<file path="config.mk">
export PLATFORM = sky130hd
export DESIGN_NAME = sr_pulse_sequencer_flat
export DESIGN_NICKNAME = d
export VERILOG_FILES = /design/src/rtl/sr_pulse_sequencer_if.sv /design/src/rtl/sr_pulse_sequencer.sv /design/src/flat_wrapper.sv
export SDC_FILE = /design/constraint.sdc
export NUM_CORES = 1
export LEC_CHECK = 0
export ABC_AREA = 1
export CELL_PAD_IN_SITES_DETAIL_PLACEMENT = 1
export CELL_PAD_IN_SITES_GLOBAL_PLACEMENT = 1
export CORE_MARGIN = 10
export CORE_UTILIZATION = 35
export DETAILED_ROUTE_END_ITERATION = 12
export PLACE_DENSITY_LB_ADDON = 0.1
export SYNTH_ARGS = -nofsm -noshare
export SYNTH_HDL_FRONTEND = slang
export SYNTH_SLANG_ARGS = --single-unit
</file>
<file path="constraint.sdc">
create_clock -name clk -period 1.7 [get_ports clk]
set_clock_uncertainty 0.2 [all_clocks]
set_input_delay 0.34 -clock clk [delete_from_list [all_inputs] [get_ports clk]]
set_output_delay 0.34 -clock clk [all_outputs]
set_load 0.02 [all_outputs]
</file>
<file path="src/rtl/sr_pulse_sequencer_if.sv">
// Request/response and latch-drive bundle for sr_pulse_sequencer.
interface sr_pulse_sequencer_if;
  logic set_req;
  logic rst_req;
  logic req_ready;
  logic set_ack;
  logic rst_ack;
  logic s;
  logic r;
  logic busy;
  logic q_exp;
  logic q_known;
  logic err_both;

  // Requester / observer side.
  modport master (
    output set_req,
    output rst_req,
    input  req_ready,
    input  set_ack,
    input  rst_ack,
    input  s,
    input  r,
    input  busy,
    input  q_exp,
    input  q_known,
    input  err_both
  );

  // Sequencer side.
  modport slave (
    input  set_req,
    input  rst_req,
    output req_ready,
    output set_ack,
    output rst_ack,
    output s,
    output r,
    output busy,
    output q_exp,
    output q_known,
    output err_both
  );
endinterface

</file>
<file path="src/rtl/sr_pulse_sequencer.sv">
// Drives the s/r inputs of a NOR SR latch bank: arbitrated requests become fixed-width
// pulses followed by a quiet gap, while tracking the latch's expected state.
module sr_pulse_sequencer #(
  parameter int unsigned PULSE_W = 3,
  parameter int unsigned GAP_W   = 2
) (
  input logic                 clk,
  input logic                 reset,
  sr_pulse_sequencer_if.slave bus
);

  typedef enum logic [1:0] {StIdle, StPulse, StGap} state_e;

  localparam logic [3:0] PulseCnt = 4'(PULSE_W - 1);
  localparam logic [3:0] GapCnt   = 4'(GAP_W - 1);

  state_e     state_q, state_d;
  logic [3:0] cnt_q, cnt_d;
  logic       pri_q, pri_d;     // 0: set preferred, 1: reset preferred
  logic       cmd_q, cmd_d;     // 1: current command is a set
  logic       s_q, s_d;
  logic       r_q, r_d;
  logic       set_ack_q, set_ack_d;
  logic       rst_ack_q, rst_ack_d;
  logic       err_q, err_d;
  logic       q_exp_q, q_exp_d;
  logic       q_known_q, q_known_d;

  logic set_win, rst_win;

  // Rotating-priority arbitration between the two requesters.
  always_comb begin
    set_win = bus.set_req & (~bus.rst_req | ~pri_q);
    rst_win = bus.rst_req & (~bus.set_req | pri_q);
  end

  // Next-state and registered-output decode.
  always_comb begin
    state_d   = state_q;
    cnt_d     = cnt_q;
    pri_d     = pri_q;
    cmd_d     = cmd_q;
    s_d       = 1'b0;
    r_d       = 1'b0;
    set_ack_d = 1'b0;
    rst_ack_d = 1'b0;
    err_d     = 1'b0;
    q_exp_d   = q_exp_q;
    q_known_d = q_known_q;
    unique case (state_q)
      StIdle: begin
        if (set_win || rst_win) begin
          state_d   = StPulse;
          cnt_d     = PulseCnt;
          cmd_d     = set_win;
          s_d       = set_win;
          r_d       = rst_win;
          set_ack_d = set_win;
          rst_ack_d = rst_win;
          err_d     = bus.set_req & bus.rst_req;
          // Point priority away from the request just served.
          pri_d     = set_win;
        end
      end
      StPulse: begin
        if (cnt_q == 4'd0) begin
          state_d   = StGap;
          cnt_d     = GapCnt;
          q_exp_d   = cmd_q;
          q_known_d = 1'b1;
        end else begin
          cnt_d = cnt_q - 4'd1;
          s_d   = cmd_q;
          r_d   = ~cmd_q;
        end
      end
      StGap: begin
        if (cnt_q == 4'd0) begin
          state_d = StIdle;
        end else begin
          cnt_d = cnt_q - 4'd1;
        end
      end
      default: state_d = StIdle;
    endcase
  end

  // State register; reset truncates any pulse and forgets the latch state.
  always_ff @(posedge clk) begin
    if (reset) begin
      state_q   <= StIdle;
      cnt_q     <= 4'd0;
      pri_q     <= 1'b0;
      cmd_q     <= 1'b0;
      s_q       <= 1'b0;
      r_q       <= 1'b0;
      set_ack_q <= 1'b0;
      rst_ack_q <= 1'b0;
      err_q     <= 1'b0;
      q_exp_q   <= 1'b0;
      q_known_q <= 1'b0;
    end else begin
      state_q   <= state_d;
      cnt_q     <= cnt_d;
      pri_q     <= pri_d;
      cmd_q     <= cmd_d;
      s_q       <= s_d;
      r_q       <= r_d;
      set_ack_q <= set_ack_d;
      rst_ack_q <= rst_ack_d;
      err_q     <= err_d;
      q_exp_q   <= q_exp_d;
      q_known_q <= q_known_d;
    end
  end

  // Outputs come straight from registers; ready/busy decode state only.
  always_comb begin
    bus.req_ready = (state_q == StIdle);
    bus.busy      = (state_q != StIdle);
    bus.s         = s_q;
    bus.r         = r_q;
    bus.set_ack   = set_ack_q;
    bus.rst_ack   = rst_ack_q;
    bus.err_both  = err_q;
    bus.q_exp     = q_exp_q;
    bus.q_known   = q_known_q;
  end

endmodule

</file>
<file path="src/flat_wrapper.sv">
// flat-port wrapper written by rule: the top's interface ports become plain ports
module sr_pulse_sequencer_flat 
#(
  parameter int unsigned PULSE_W = 3,
  parameter int unsigned GAP_W   = 2
)
  (clk, reset, bus_set_req, bus_rst_req, bus_req_ready, bus_set_ack, bus_rst_ack, bus_s, bus_r, bus_busy, bus_q_exp, bus_q_known, bus_err_both);
  sr_pulse_sequencer_if bus_i ();
  input logic clk;
  input logic reset;
  input wire logic [$bits(bus_i.set_req)-1:0] bus_set_req;
  input wire logic [$bits(bus_i.rst_req)-1:0] bus_rst_req;
  output wire logic [$bits(bus_i.req_ready)-1:0] bus_req_ready;
  output wire logic [$bits(bus_i.set_ack)-1:0] bus_set_ack;
  output wire logic [$bits(bus_i.rst_ack)-1:0] bus_rst_ack;
  output wire logic [$bits(bus_i.s)-1:0] bus_s;
  output wire logic [$bits(bus_i.r)-1:0] bus_r;
  output wire logic [$bits(bus_i.busy)-1:0] bus_busy;
  output wire logic [$bits(bus_i.q_exp)-1:0] bus_q_exp;
  output wire logic [$bits(bus_i.q_known)-1:0] bus_q_known;
  output wire logic [$bits(bus_i.err_both)-1:0] bus_err_both;
  assign bus_i.set_req = bus_set_req;
  assign bus_i.rst_req = bus_rst_req;
  assign bus_req_ready = bus_i.req_ready;
  assign bus_set_ack = bus_i.set_ack;
  assign bus_rst_ack = bus_i.rst_ack;
  assign bus_s = bus_i.s;
  assign bus_r = bus_i.r;
  assign bus_busy = bus_i.busy;
  assign bus_q_exp = bus_i.q_exp;
  assign bus_q_known = bus_i.q_known;
  assign bus_err_both = bus_i.err_both;
  sr_pulse_sequencer #(.PULSE_W(PULSE_W), .GAP_W(GAP_W)) u_core (.clk(clk), .reset(reset), .bus(bus_i));
endmodule
</file>
==> reports/summary.txt <==
Total of max-cap violations: 0
VDD IR max: 1.039 mV
Total wire length: 1.871 mm
IO Pins: 13
Status: finished, final reports clean
Post-synth EDFFs: 0
Slowest CP cell: dfxtp_2
Mapped Area: 726.9 um^2
Die area: 4300 um^2
Total gr overflow: 0
Final Instance Area: 992.2 um^2
Antenna diodes: 0
Root Buffer: clkbuf_4
Post-synth top area share: 0.3855
Iteration-0 DRC Markers: 13
Clock Tree Buf Depth: 2
Area of the multi-input gates: 381.6 um^2
CTS tree: yes
Synthesis Warnings: 0
CORE AREA: 1962 um^2
Die Width: 65.58 um
H-tree Lvls: 1
DRC viols: 0
Crit path cell chain: inv_1, ha_2, inv_1, buf_4
Final Wtd Congestion: 0.8154
Vias per cell: 4.614
Die height: 65.58 um
Fillers: 287
All-Layer GR Usage: 0.09931
Pwr Density: 1817 nW/um^2
Non-Filler Instances: 153
# rows: 16
Total area of sequential cells: 282.8 um^2
Post-placement cell count: 149
Ys async rst share: 0
Synth cell types: 18
Avg WL per Cell: 12.23 um
Synth Instances: 100
Final TNS setup: 0 ns
Sink Count: 14
CP arrival: 1.08 ns
Final slew viol count: 0
Final worst-path cycle share: 0.9513
Layout cells sized above 1: 0.2698
Synth area leader: dfxtp_1
Sequential area share after synthesis: 0.3855
DPL Wire Length: 1.557 mm
Peak Freq: 0.6183 GHz
Nets: 137
Clock slew at reported path FFs: 0.09 ns
Syn Area/Cell: 7.269 um^2
Most used DFF post-synth: dfxtp_1
Number of iterations in the first detailed-routing pass: 4
RSZ-0062 raised after global routing: false
Total leakage power: 0.4807 nW
Crit Path Class: register to primary output
Final Power: 1.803 mW
Post-DP Area: 959.7 um^2
Required time of the critical path: 1.16 ns
Worst setup slack after layout: 0.08278 ns
Via count: 706
Pin count of the biggest net entering global routing: 9
Vias in the first global route: 796
CP dominant cell by count: inv_1
Final core utilization: 0.5057
Synth-to-Final Area Change: 36.49%
Worst-skew pair later-pin latency: 0.28 ns
Final ANT Viol Nets: 0
Slew @ Worst Pin: 0.2568 ns
Hold-fix buffers, CTS: 0
R2r worst-path depth: 9
Minimum clock period: 1.617 ns
Startpoint Class: register
Starting Density: 0.3705
Relative slew slack: 0.8280
CTS Buf Count: 3
First-pass GRT wire length: 3.367 mm
Worst Setup End Kind: primary output
FF+latch count, synth: 14
Final hold vios: 0
Max incr delay on CP: 0.33 ns
DP Worst Slack: -0.1296 ns
Initial antenna violation count: 0
Hold Path Depth: 2
Synth area leaders: dfxtp_1, ha_1, inv_1
Final setup viols: 0
I/O Buffers: 12
Syn nets: 110
Worst hold slack: 0.2513 ns
Min-delay worst type: register to register
Synth cell count leaders: inv_1, nand2_1, dfxtp_1, a21oi_1, nor2_1
Worst Path Max Fanout: 3
==> sequential cells by signal, indices dropped and copies added, names as in the netlist <==
register             cells
u_core.cnt_q             4
u_core.pri_q             1
u_core.bus.rst_ack       1
u_core.bus.err_both      1
u_core.bus.s             1
u_core.bus.r             1
u_core.state_q           2
u_core.bus.set_ack       1
u_core.bus.q_known       1
u_core.bus.q_exp         1
==> power by group <==
group / internal, mW / switching, mW / total (mW)
logic: 0.437 / 0.628 / 1.07
registers: 0.433 / 0.0573 / 0.491
clock network: 0.130 / 0.116 / 0.247
total: 1.00 / 0.802 / 1.80
==> routing by layer <==
layer / routed length, um / share of wire / up-vias / GRT usage
met4: 32 / 0.017 / 0 / 0.05615
li1: - / - / 366 / -
met5: 0 / 0 / - / 0
met2: 909 / 0.49 / 11 / 0.1756
met1: 850 / 0.45 / 325 / 0.1033
met3: 79 / 0.042 / 4 / 0.02712
==> cell usage in the layout (no fill, tap or decap) <==
cell / n
dfxtp_2: 2
nor2_1: 9
clkdlybuf4s50_1: 3
dfxtp_1: 12
a21oi_2: 2
inv_2: 2
buf_2: 1
nand2_2: 4
o211ai_1: 2
nor2_2: 3
nand3_1: 7
dlygate4sd2_1: 7
a21oi_1: 10
clkbuf_8: 1
o21ai_1: 2
ha_2: 3
nor2_4: 1
or2_1: 1
ha_1: 3
o21ai_0: 2
inv_1: 17
clkbuf_4: 3
buf_4: 12
nor4_1: 1
nand2_1: 16
==> worst paths after layout <==
kind | from | end | slack [ns]
worst max-delay path | u_core.state_q[0]$_SDFFE_PP0P_ | bus_busy | 0.08
worst min-delay path | u_core.bus.q_exp$_SDFFE_PP0P_ | u_core.bus.q_exp$_SDFFE_PP0P_ | 0.25
worst max register to register | u_core.state_q[1]$_SDFFE_PP0P_ | u_core.state_q[1]$_SDFFE_PP0P_ | 0.13
worst min register to register | u_core.bus.q_exp$_SDFFE_PP0P_ | u_core.bus.q_exp$_SDFFE_PP0P_ | 0.25
==> repair_timing <==
| item | in CTS | in global routing |
|---|---|---|
| pin swaps | 0 | 1 |
| resized for setup | 15 | 7 |
| buffers inserted | 0 | 0 |
| setup endpoints to repair | 9 | 5 |
==> logic make-up (layout without fill, tap and decap cells) <==
kind of cell,Yosys count,in the layout,share of synthesized area
simple gates,42,42,0.2668
buf+inv,20,46,0.1033
compound gates,18,18,0.1411
flops,14,14,0.3855
fa+ha+maj,6,6,0.1033
==> critical path: cells and delay by family (launching register included) <==
family	cells	cell delay, ns
adders and majority gates	1	0.19
buffers and inverters	3	0.28
DFF	1	0.33
==> area by class of cell <==
type / count / area share
clock buffer: 4 / 0.03657
inverter: 19 / 0.07188
multi-input combinational: 66 / 0.3846
sequential: 14 / 0.2850
tap: 27 / 0.03405
timing repair buffer: 23 / 0.1879
(Power assumes the default switching activity.)
